==> config.mk <==
export PLATFORM = sky130hd
export DESIGN_NAME = pll_reset_ctrl
export DESIGN_NICKNAME = d
export VERILOG_FILES = /design/src/rtl/pll_reset_ctrl.sv
export SDC_FILE = /design/constraint.sdc
export NUM_CORES = 1
export LEC_CHECK = 0
export CAP_MARGIN = 20
export CORE_UTILIZATION = 54
export CTS_CLUSTER_DIAMETER = 30
export DETAILED_ROUTE_END_ITERATION = 7
export PLACE_DENSITY = 0.92
export SYNTH_ARGS = -nofsm -noshare
export SYNTH_HDL_FRONTEND = slang
export SYNTH_SLANG_ARGS = --single-unit
==> constraint.sdc <==
create_clock -name clock -period 3.7 [get_ports clock]
set_clock_uncertainty 0.1 [all_clocks]
set_input_delay 0.74 -clock clock [delete_from_list [all_inputs] [get_ports clock]]
set_output_delay 0.74 -clock clock [all_outputs]
set_load 0.05 [all_outputs]
==> src/rtl/pll_reset_ctrl.sv <==
// pll_reset_ctrl: synchronises the PLL locked flag and sequences the system reset of the PLL clock domain.
// Optional lock-loss status (lock_lost, loss_count) is built only when PLL_RESET_LOSS_CNT_EN is defined.
`default_nettype none

module pll_reset_ctrl #(
  parameter int SYNC_STAGES   = 2,
  parameter int STABLE_CYCLES = 1024,
  parameter int HOLD_CYCLES   = 16,
  parameter int CNT_W         = 8
) (
  input  logic             clock,
  input  logic             reset_n,
  input  logic             locked,
  input  logic             clear_lost,
  output logic             sys_reset_n,
  output logic             ready,
  output logic             lock_lost,
  output logic [CNT_W-1:0] loss_count
);

  localparam int MAX_CYC = (STABLE_CYCLES > HOLD_CYCLES) ? STABLE_CYCLES : HOLD_CYCLES;
  localparam int CW      = (MAX_CYC > 1) ? $clog2(MAX_CYC) : 1;
  localparam logic [CW-1:0] STABLE_LAST = CW'(STABLE_CYCLES - 1);
  localparam logic [CW-1:0] HOLD_LAST   = CW'(HOLD_CYCLES - 1);

  typedef enum logic [1:0] {
    WAIT_LOCK = 2'd0,
    STABILIZE = 2'd1,
    RUN       = 2'd2,
    HOLD      = 2'd3
  } state_t;

  state_t                 state_q, state_d;
  logic [CW-1:0]          cnt_q, cnt_d;
  logic [SYNC_STAGES-1:0] sync_q;
  logic                   locked_s;
  logic                   run_q;
  logic                   loss_event;

  assign locked_s = sync_q[SYNC_STAGES-1];

  always_ff @(posedge clock or negedge reset_n) begin
    if (!reset_n) begin
      sync_q  <= '0;
      state_q <= WAIT_LOCK;
      cnt_q   <= '0;
      run_q   <= 1'b0;
    end else begin
      sync_q  <= {sync_q[SYNC_STAGES-2:0], locked};
      state_q <= state_d;
      cnt_q   <= cnt_d;
      run_q   <= (state_d == RUN);
    end
  end

  always_comb begin
    state_d    = state_q;
    cnt_d      = cnt_q;
    loss_event = 1'b0;
    case (state_q)
      WAIT_LOCK: begin
        if (locked_s) begin
          state_d = STABILIZE;
          cnt_d   = '0;
        end
      end
      STABILIZE: begin
        // Any drop, however short, forces a full requalification.
        if (!locked_s)                state_d = WAIT_LOCK;
        else if (cnt_q == STABLE_LAST) state_d = RUN;
        else                          cnt_d   = cnt_q + 1'b1;
      end
      RUN: begin
        if (!locked_s) begin
          state_d    = HOLD;
          cnt_d      = '0;
          loss_event = 1'b1;
        end
      end
      HOLD: begin
        if (cnt_q == HOLD_LAST) state_d = WAIT_LOCK;
        else                    cnt_d   = cnt_q + 1'b1;
      end
      default: state_d = WAIT_LOCK;
    endcase
  end

  assign sys_reset_n = run_q;
  assign ready       = run_q;

`ifdef PLL_RESET_LOSS_CNT_EN
  logic             lost_q;
  logic [CNT_W-1:0] count_q;

  // A loss event on the same edge as clear_lost takes priority and counts as the first loss.
  always_ff @(posedge clock or negedge reset_n) begin
    if (!reset_n) begin
      lost_q  <= 1'b0;
      count_q <= '0;
    end else if (loss_event) begin
      lost_q  <= 1'b1;
      if (clear_lost)   count_q <= CNT_W'(1);
      else if (!(&count_q)) count_q <= count_q + 1'b1;
    end else if (clear_lost) begin
      lost_q  <= 1'b0;
      count_q <= '0;
    end
  end

  assign lock_lost  = lost_q;
  assign loss_count = count_q;
`else
  logic unused_status;
  assign unused_status = clear_lost ^ loss_event;
  assign lock_lost     = 1'b0;
  assign loss_count    = '0;
`endif

endmodule

`default_nettype wire

==> results of run 1 <==
==> cells by family after synthesis <==
family,count (synthesis),share of synthesized area
flip-flops,15,0.446
adder cells (fa/ha/maj),1,0.0149
multiplexers,1,0.0119
AND/OR/NAND/NOR,31,0.204
buffers and inverters,15,0.122
other,1,0.00446
AO/OA/AOI/OAI,26,0.196
==> sequential cells by signal (all words and copies together) (netlist names) <==
name	count
state_q	2
cnt_q	10
ready	1
sync_q	2
==> per-layer routing <==
layer | up-vias | global-route usage | part of all wire
li1 | 310 | - | -
met1 | 332 | 0.249 | 0.41
met2 | 26 | 0.350 | 0.53
met3 | 5 | 0.0478 | 0.043
met4 | 0 | 0.123 | 0.019
met5 | - | 0 | 0
==> synth_stat cells <==
master	count	area, um^2
a32oi_2	1	16.3
mux2i_1	1	10.0
and3_1	2	12.5
ha_1	1	12.5
dfrtp_1	15	375
o41ai_1	2	17.5
buf_4	10	75.1
buf_6	1	11.3
nand2_1	7	26.3
nor2_1	5	18.8
o21a_1	1	7.51
a21oi_1	4	20.0
a31oi_1	2	12.5
or3_1	2	12.5
nand3_1	5	25.0
o31ai_1	3	22.5
o21ai_2	1	8.76
o21ai_0	5	25.0
nand2b_1	2	12.5
o21ai_1	7	35.0
and2_1	3	18.8
conb_1	1	3.75
and3_2	1	7.51
buf_2	1	5.00
inv_1	3	11.3
nor4_2	1	12.5
nand4_2	1	12.5
nand4_1	1	6.26
or2_2	1	6.26
==> cells in the final DEF (no fill, tap or decap), types with 2 or more instances in the layout <==
cell type / synthesis / routed
nand2_1: 7 / 7
and2_1: 3 / 3
clkdlybuf4s50_1: 0 / 4
and3_1: 2 / 2
dfrtp_1: 15 / 15
a31oi_1: 2 / 2
o21ai_1: 7 / 7
or3_1: 2 / 2
nand3_1: 5 / 5
o21ai_0: 5 / 5
inv_1: 3 / 3
o31ai_1: 3 / 3
a21oi_1: 4 / 4
clkbuf_4: 0 / 3
nand2b_1: 2 / 2
nor2_1: 5 / 5
conb_1: 1 / 9
o41ai_1: 2 / 2
==> per-stage QoR <==
| stage | hold WS, ps | utilization |
|---|---|---|
| detailed placement | 245 | 0.614 |
| CTS | 266 | 0.633 |
| finish | 267 | 0.633 |
| floorplan | 231 | - |
| global route | 275 | 0.633 |
| global placement | 232 | 0.614 |
==> worst max path at each step <==
stage / start / endpoint / slack, ps / cells past startpoint
CTS: ready / ready / 1400 / 1
detailed placement: cnt_q[0] / cnt_q[7] / 1540 / 6
global placement: cnt_q[0] / cnt_q[7] / 1580 / 6
floorplan: cnt_q[0] / cnt_q[7] / 1930 / 6
global route: cnt_q[0] / cnt_q[7] / 1360 / 6
finish: ready / ready / 1410 / 1
==> report_power, final <==
part           switching [uW]  internal [uW]  leakage [uW]
logic                    32.9           8.16      0.000175
registers                6.62            169      0.000200
clock network            52.5           41.9     0.0000150
==> layout make-up <==
| cell class | instances | area [um^2] |
|---|---|---|
| fill | 121 | 502 |
| multi-input combinational | 68 | 393 |
| sequential | 15 | 375 |
| timing repair buffer | 4 | 40.0 |
| clock buffer | 4 | 26.3 |
| tap | 15 | 18.8 |
| inverter | 3 | 11.3 |
==> reports/qor.csv, run 1 <==
stage,metric,value,unit
floorplanning,overall die width,41.5,um
sta,setup_tns,0,ps
worst_setup_path,critical path's top delay family,buffers and inverters,
global_route,vias in the first global route,691,
sta,RSZ-0062 raised after global routing,no,
worst_setup_path,critical path cell sequence,clkdlybuf4s50_1,
global_route,initial antenna violation count,0,
placed_design,placed insts,105,
sta,relative slew slack,0.548,
clock_tree,CTS buffer count,3,
clock_tree,CTS Buffer Depth,2,
logic_synthesis,Cell variety after synth,29,
floorplanning,die area,1720,um^2
sta,fin crit share,0.618,
min_path,Hold Startpoint,sync_q[0],
sta,Final min period,2290,ps
worst_setup_path,crit-path max cell delay,800,ps
worst_setup_path,Critical Path RT,2860,ps
finish,Synth-to-Final Area Change,2.83,%
placed_design,dpl cell area,838,um^2
worst_setup_path,crit path max-delay cell type,clkdlybuf4s50_1,
flow_run,Max-cap violations,0,
clock_tree,CTS tree,done,
floorplanning,total core area,1370,um^2
placed_design,DP Wirelength,1170,um
worst_setup_path,FF-to-FF setup slack,1520,ps
route,final wirelength,1590,um
clock_tree,CTS root buffer,clkbuf_4,
finish,Non-Filler Instances,109,
min_path,HP Class,flip-flop to flip-flop,
route,initial drt markers,22,
global_route,largest net degree at the start of global routing,16,
min_path,Hold Path End,sync_q[1],
worst_setup_path,Worst EP arrival,1450,ps
route,Residual DRC,0,
logic_synthesis,syn_area_per_cell,9.34,um^2
route,Avg Vias per Cell,6.17,
route,drt wl/cell,14.6,um
worst_setup_path,Worst setup EP type,primary output,
outcome,status,finished clean,
worst_setup_path,startpoint types,flip-flop,
logic_synthesis,sequential area share after synthesis,0.446,
worst_setup_path,Worst Path Buf+Inv,1,
pwr,leakage,0.000390,uW
logic_synthesis,Synth Warn #,0,
clock_tree,post-cts resize count,0,
route,via count,673,
floorplanning,DIE HEIGHT,41.5,um
sta,Slew Limit Fails,0,
global_route,total grt overflow,0,
sta,Slew @ Worst Pin,676,ps
pwr,P per Cell Area,360,nW/um^2
worst_setup_path,crit path kind,flip-flop to primary output,
floorplanning,I/O pin count,15,
worst_setup_path,Register-to-Register Path Depth,6,
pwr,Tot Pwr,311,uW
worst_setup_path,Worst Path Max Fanout,2,
finish,share of post-route cells with drive strength above 1,0.0957,
floorplanning,Rows,13,
logic_synthesis,Post-Syn Instances,90,
pwr,maximum VDD drop,0.000253,V
worst_setup_path,Worst R2R Start,cnt_q[0],
sta,FMAX,437,MHz
clock_tree,later-pin clock latency in the skew report,290,ps
clock_tree,Hold Buf Count CTS,0,
sta,Final Hold Vio Count,0,
clock_tree,clk sink count,15,
global_route,GRT Total Usage,0.211,
clock_tree,Worst-path clk slew,90,ps
finish,fin area,865,um^2
finish,Diodes inserted,0,
route,Routed Antenna Nets,0,
floorplanning,Initial Utilization,0.615,
clock_tree,Post-CTS Setup Bufs,0,
sta,setup slack after layout,1410,ps
worst_setup_path,FF-to-FF End,cnt_q[9],
placed_design,DP Worst Slack,1540,ps
logic_synthesis,Yosys reg bits,15,
min_path,hold depth,0,
placed_design,Placer Congestion,0.861,
logic_synthesis,mapped cell area,841,um^2
route,Pre-antenna DRT Iters,4,
global_route,first-pass GRT wire length,2860,um
placed_design,number of port buffers,4,
sta,# setup viols final,0,
finish,nets@finish,100,
clock_tree,htree depth,1,
No activity file was read; power rests on OpenSTA's default activity.
==> run 2: changes to the inputs <==
--- a/config.mk
+++ b/config.mk
@@ -6,10 +6,10 @@
 export NUM_CORES = 1
 export LEC_CHECK = 0
 export CAP_MARGIN = 20
-export CORE_UTILIZATION = 54
+export CORE_UTILIZATION = 50
 export CTS_CLUSTER_DIAMETER = 30
 export DETAILED_ROUTE_END_ITERATION = 7
-export PLACE_DENSITY = 0.92
+export PLACE_DENSITY = 0.86
 export SYNTH_ARGS = -nofsm -noshare
 export SYNTH_HDL_FRONTEND = slang
 export SYNTH_SLANG_ARGS = --single-unit
==> constraint.sdc (replaced) <==
create_clock -name clock -period 2.2 [get_ports clock]
set_clock_uncertainty 0.1 [all_clocks]
set_input_delay 0.44 -clock clock [delete_from_list [all_inputs] [get_ports clock]]
set_output_delay 0.44 -clock clock [all_outputs]
set_load 0.05 [all_outputs]
==> run 2 against run 1 <==
Effect of this change:
- non-clock buffer count increased by 1
- largest power group unchanged
- worst setup slack lost 1300 ps
- sequential power increased by 68%
- die area rose by 7.6%
- via count decreased by 0.30%
- total power is 68% higher
- sequential share of layout area is 0.44 points lower
- worst hold slack worse by 27 ps
- design area is 1.0% higher
- count of clock-buffer cells in the layout did not move
- highest routed layer unchanged
==> reports/qor.csv, run 2 (synthesis gave the netlist of run 1 again) <==
stage,metric,value,unit,change
outcome,status,finished clean,,unchanged
worst_setup_path,critical path cell sequence,"ha_1, and3_2, nand4_2, a32oi_2, buf_4, o21ai_1, o41ai_1",,was clkdlybuf4s50_1
clock_tree,CTS tree,done,,unchanged
floorplanning,die area,1850,um^2,was 1720 um^2
sta,Slew Limit Fails,0,,unchanged
clock_tree,CTS root buffer,clkbuf_4,,unchanged
pwr,cell internal pwr,370,uW,was 219 uW
worst_setup_path,FF-to-FF End,cnt_q[5],,was cnt_q[9]
global_route,first-pass GRT wire length,2670,um,was 2860 um
floorplanning,total core area,1540,um^2,was 1370 um^2
clock_tree,later-pin clock latency in the skew report,290,ps,about the same
worst_setup_path,Worst EP arrival,2120,ps,was 1450 ps
worst_setup_path,startpoint types,flip-flop,,unchanged
global_route,GRT Total Usage,0.197,,was 0.211
min_path,Hold Path End,sync_q[1],,unchanged
worst_setup_path,Crit. Startpoint,cnt_q[0],,was ready
worst_setup_path,Critical Path RT,2270,ps,was 2860 ps
worst_setup_path,Register-to-Register Path Depth,7,,was 6
route,via count,671,,was 673
route,Residual DRC,0,,unchanged
global_route,initial antenna violation count,0,,unchanged
sta,FMAX,489,MHz,
finish,top flop regs,"cnt_q: 10 flops, state_q: 2 flops, sync_q: 2 flops",,unchanged
route,drt wl/cell,14.5,um,was 14.6 um
worst_setup_path,crit-path max cell delay,400,ps,was 800 ps
pwr,leakage,0.000395,uW,was 0.000390 uW
global_route,largest net degree at the start of global routing,16,,unchanged
sta,setup_tns,0,ps,unchanged
floorplanning,DIE HEIGHT,43.0,um,was 41.5 um
min_path,HP Class,flip-flop to flip-flop,,unchanged
finish,Diodes inserted,0,,unchanged
worst_setup_path,Worst R2R Start,cnt_q[0],,unchanged
pwr,clock power share,0.299,,was 0.303
finish,max reg flops,10,,unchanged
clock_tree,Post-CTS Setup Bufs,0,,unchanged
flow_run,Max-cap violations,0,,unchanged
pwr,Switching Share,0.291,,was 0.296
sta,RSZ-0062 raised after global routing,no,,unchanged
placed_design,DP Wirelength,1210,um,was 1170 um
placed_design,Placer Congestion,0.810,,was 0.861
floorplanning,overall die width,43.0,um,was 41.5 um
clock_tree,CTS Buffer Depth,2,,unchanged
sta,# setup viols final,0,,unchanged
pwr,maximum VDD drop,0.000369,V,was 0.000253 V
finish,"leading cell types in the layout, fill and taps excluded","15 x dfrtp_1, 9 x conb_1, 7 x nand2_1, 7 x o21ai_1",,unchanged
sta,Final Hold Vio Count,0,,unchanged
route,Routed Antenna Nets,0,,unchanged
route,initial drt markers,20,,was 22
global_route,vias in the first global route,590,,was 691
pwr,Comb pwr share,0.134,,was 0.132
worst_setup_path,Worst Path Max Fanout,8,,was 2
worst_setup_path,Worst setup EP type,flip-flop,,was primary output
finish,share of post-route cells with drive strength above 1,0.105,,was 0.0957
floorplanning,Rows,14,,was 13
floorplanning,I/O pin count,15,,unchanged
sta,fin crit share,0.930,,
finish,"commonest non-fill, non-tap cell in the layout",dfrtp_1,,unchanged
route,Pre-antenna DRT Iters,4,,unchanged
worst_setup_path,crit path kind,flip-flop to flip-flop,,was flip-flop to primary output
pwr,Net Switching,152,uW,was 92.1 uW
sta,Slew @ Worst Pin,655,ps,was 676 ps
sta,Hold WS,240,ps,was 267 ps
sta,Final min period,2050,ps,
sta,relative slew slack,0.562,,was 0.548
pwr,Seq pwr share,0.566,,was 0.565
finish,Synth-to-Final Area Change,3.87,%,was 2.83%
finish,nets@finish,101,,was 100
placed_design,number of port buffers,4,,unchanged
worst_setup_path,crit path max-delay cell type,a32oi_2,,was clkdlybuf4s50_1
global_route,total grt overflow,0,,unchanged
clock_tree,htree depth,1,,unchanged
clock_tree,CTS buffer count,3,,unchanged
route,final wirelength,1610,um,was 1590 um
route,Avg Vias per Cell,6.05,,was 6.17
clock_tree,post-cts resize count,0,,unchanged
clock_tree,Worst-path clk slew,90,ps,about the same
pwr,P per Cell Area,598,nW/um^2,was 360 nW/um^2
min_path,Hold Startpoint,sync_q[0],,unchanged
finish,Largest Register,cnt_q,,unchanged
clock_tree,Hold Buf Count CTS,0,,unchanged
floorplanning,Initial Utilization,0.545,,was 0.615
worst_setup_path,FF-to-FF setup slack,150,ps,was 1520 ps
min_path,hold depth,0,,unchanged
clock_tree,clk sink count,15,,unchanged
## run 2: cell count changes in the layout (fill, tap and decap cells not counted)
cell | before | now
buf_4 | 0 | 1
## run 2: worst max-delay path by stage
| stage | end | slack (ps) |
|---|---|---|
| finish | cnt_q[5] | 150 |
| global placement | cnt_q[5] | 260 |
| CTS | cnt_q[5] | 160 |
| detailed placement | cnt_q[5] | 190 |
| global route | cnt_q[3] | 20 |
| floorplan | cnt_q[7] | 430 |
## run 2: metrics by stage
step	area, um^2	utilization	setup slack (ps)	total power [uW]	std cells
after floorplan	871	-	429	369	98
after global placement	847	0.550	263	368	107
after detailed placement	847	0.550	192	372	107
after CTS	873	0.567	164	530	111
after global routing	873	0.567	16.6	549	111
final	873	0.567	153	522	111
## run 2: metal layers
metal / wire (um) / track usage / vias to the layer above
met5: 0 / 0 / -
met4: 14 / 0.0727 / 0
met3: 85 / 0.0511 / 4
met2: 851 / 0.324 / 27
met1: 659 / 0.249 / 324
li1: - / - / 316
## run 2: worst max-delay path, delay by kind of cell, from the launching register on
family / cells / cell delay, ps
fa+ha+maj: 1 / 240
compound gates: 3 / 550
simple gates: 2 / 430
flops: 1 / 390
buf+inv: 1 / 230
## run 2: final cells by class
class | instances | area, um^2
fillers | 151 | 668
well taps | 16 | 20.0
inverters | 3 | 11.3
flip-flops and latches | 15 | 375
multi-input cells | 68 | 393
repair buffers | 5 | 47.5
clock buffers | 4 | 26.3
## run 2: power by group through the flow
| stage | logic (uW) | clock network, uW | registers (uW) |
|---|---|---|---|
| after floorplan | 72.1 | 0 | 297 |
| final | 70.2 | 156 | 296 |
| after global placement | 68.5 | 0 | 300 |
| after global routing | 77.4 | 174 | 297 |
| after CTS | 70.7 | 163 | 295 |
| after detailed placement | 70.5 | 0 | 301 |
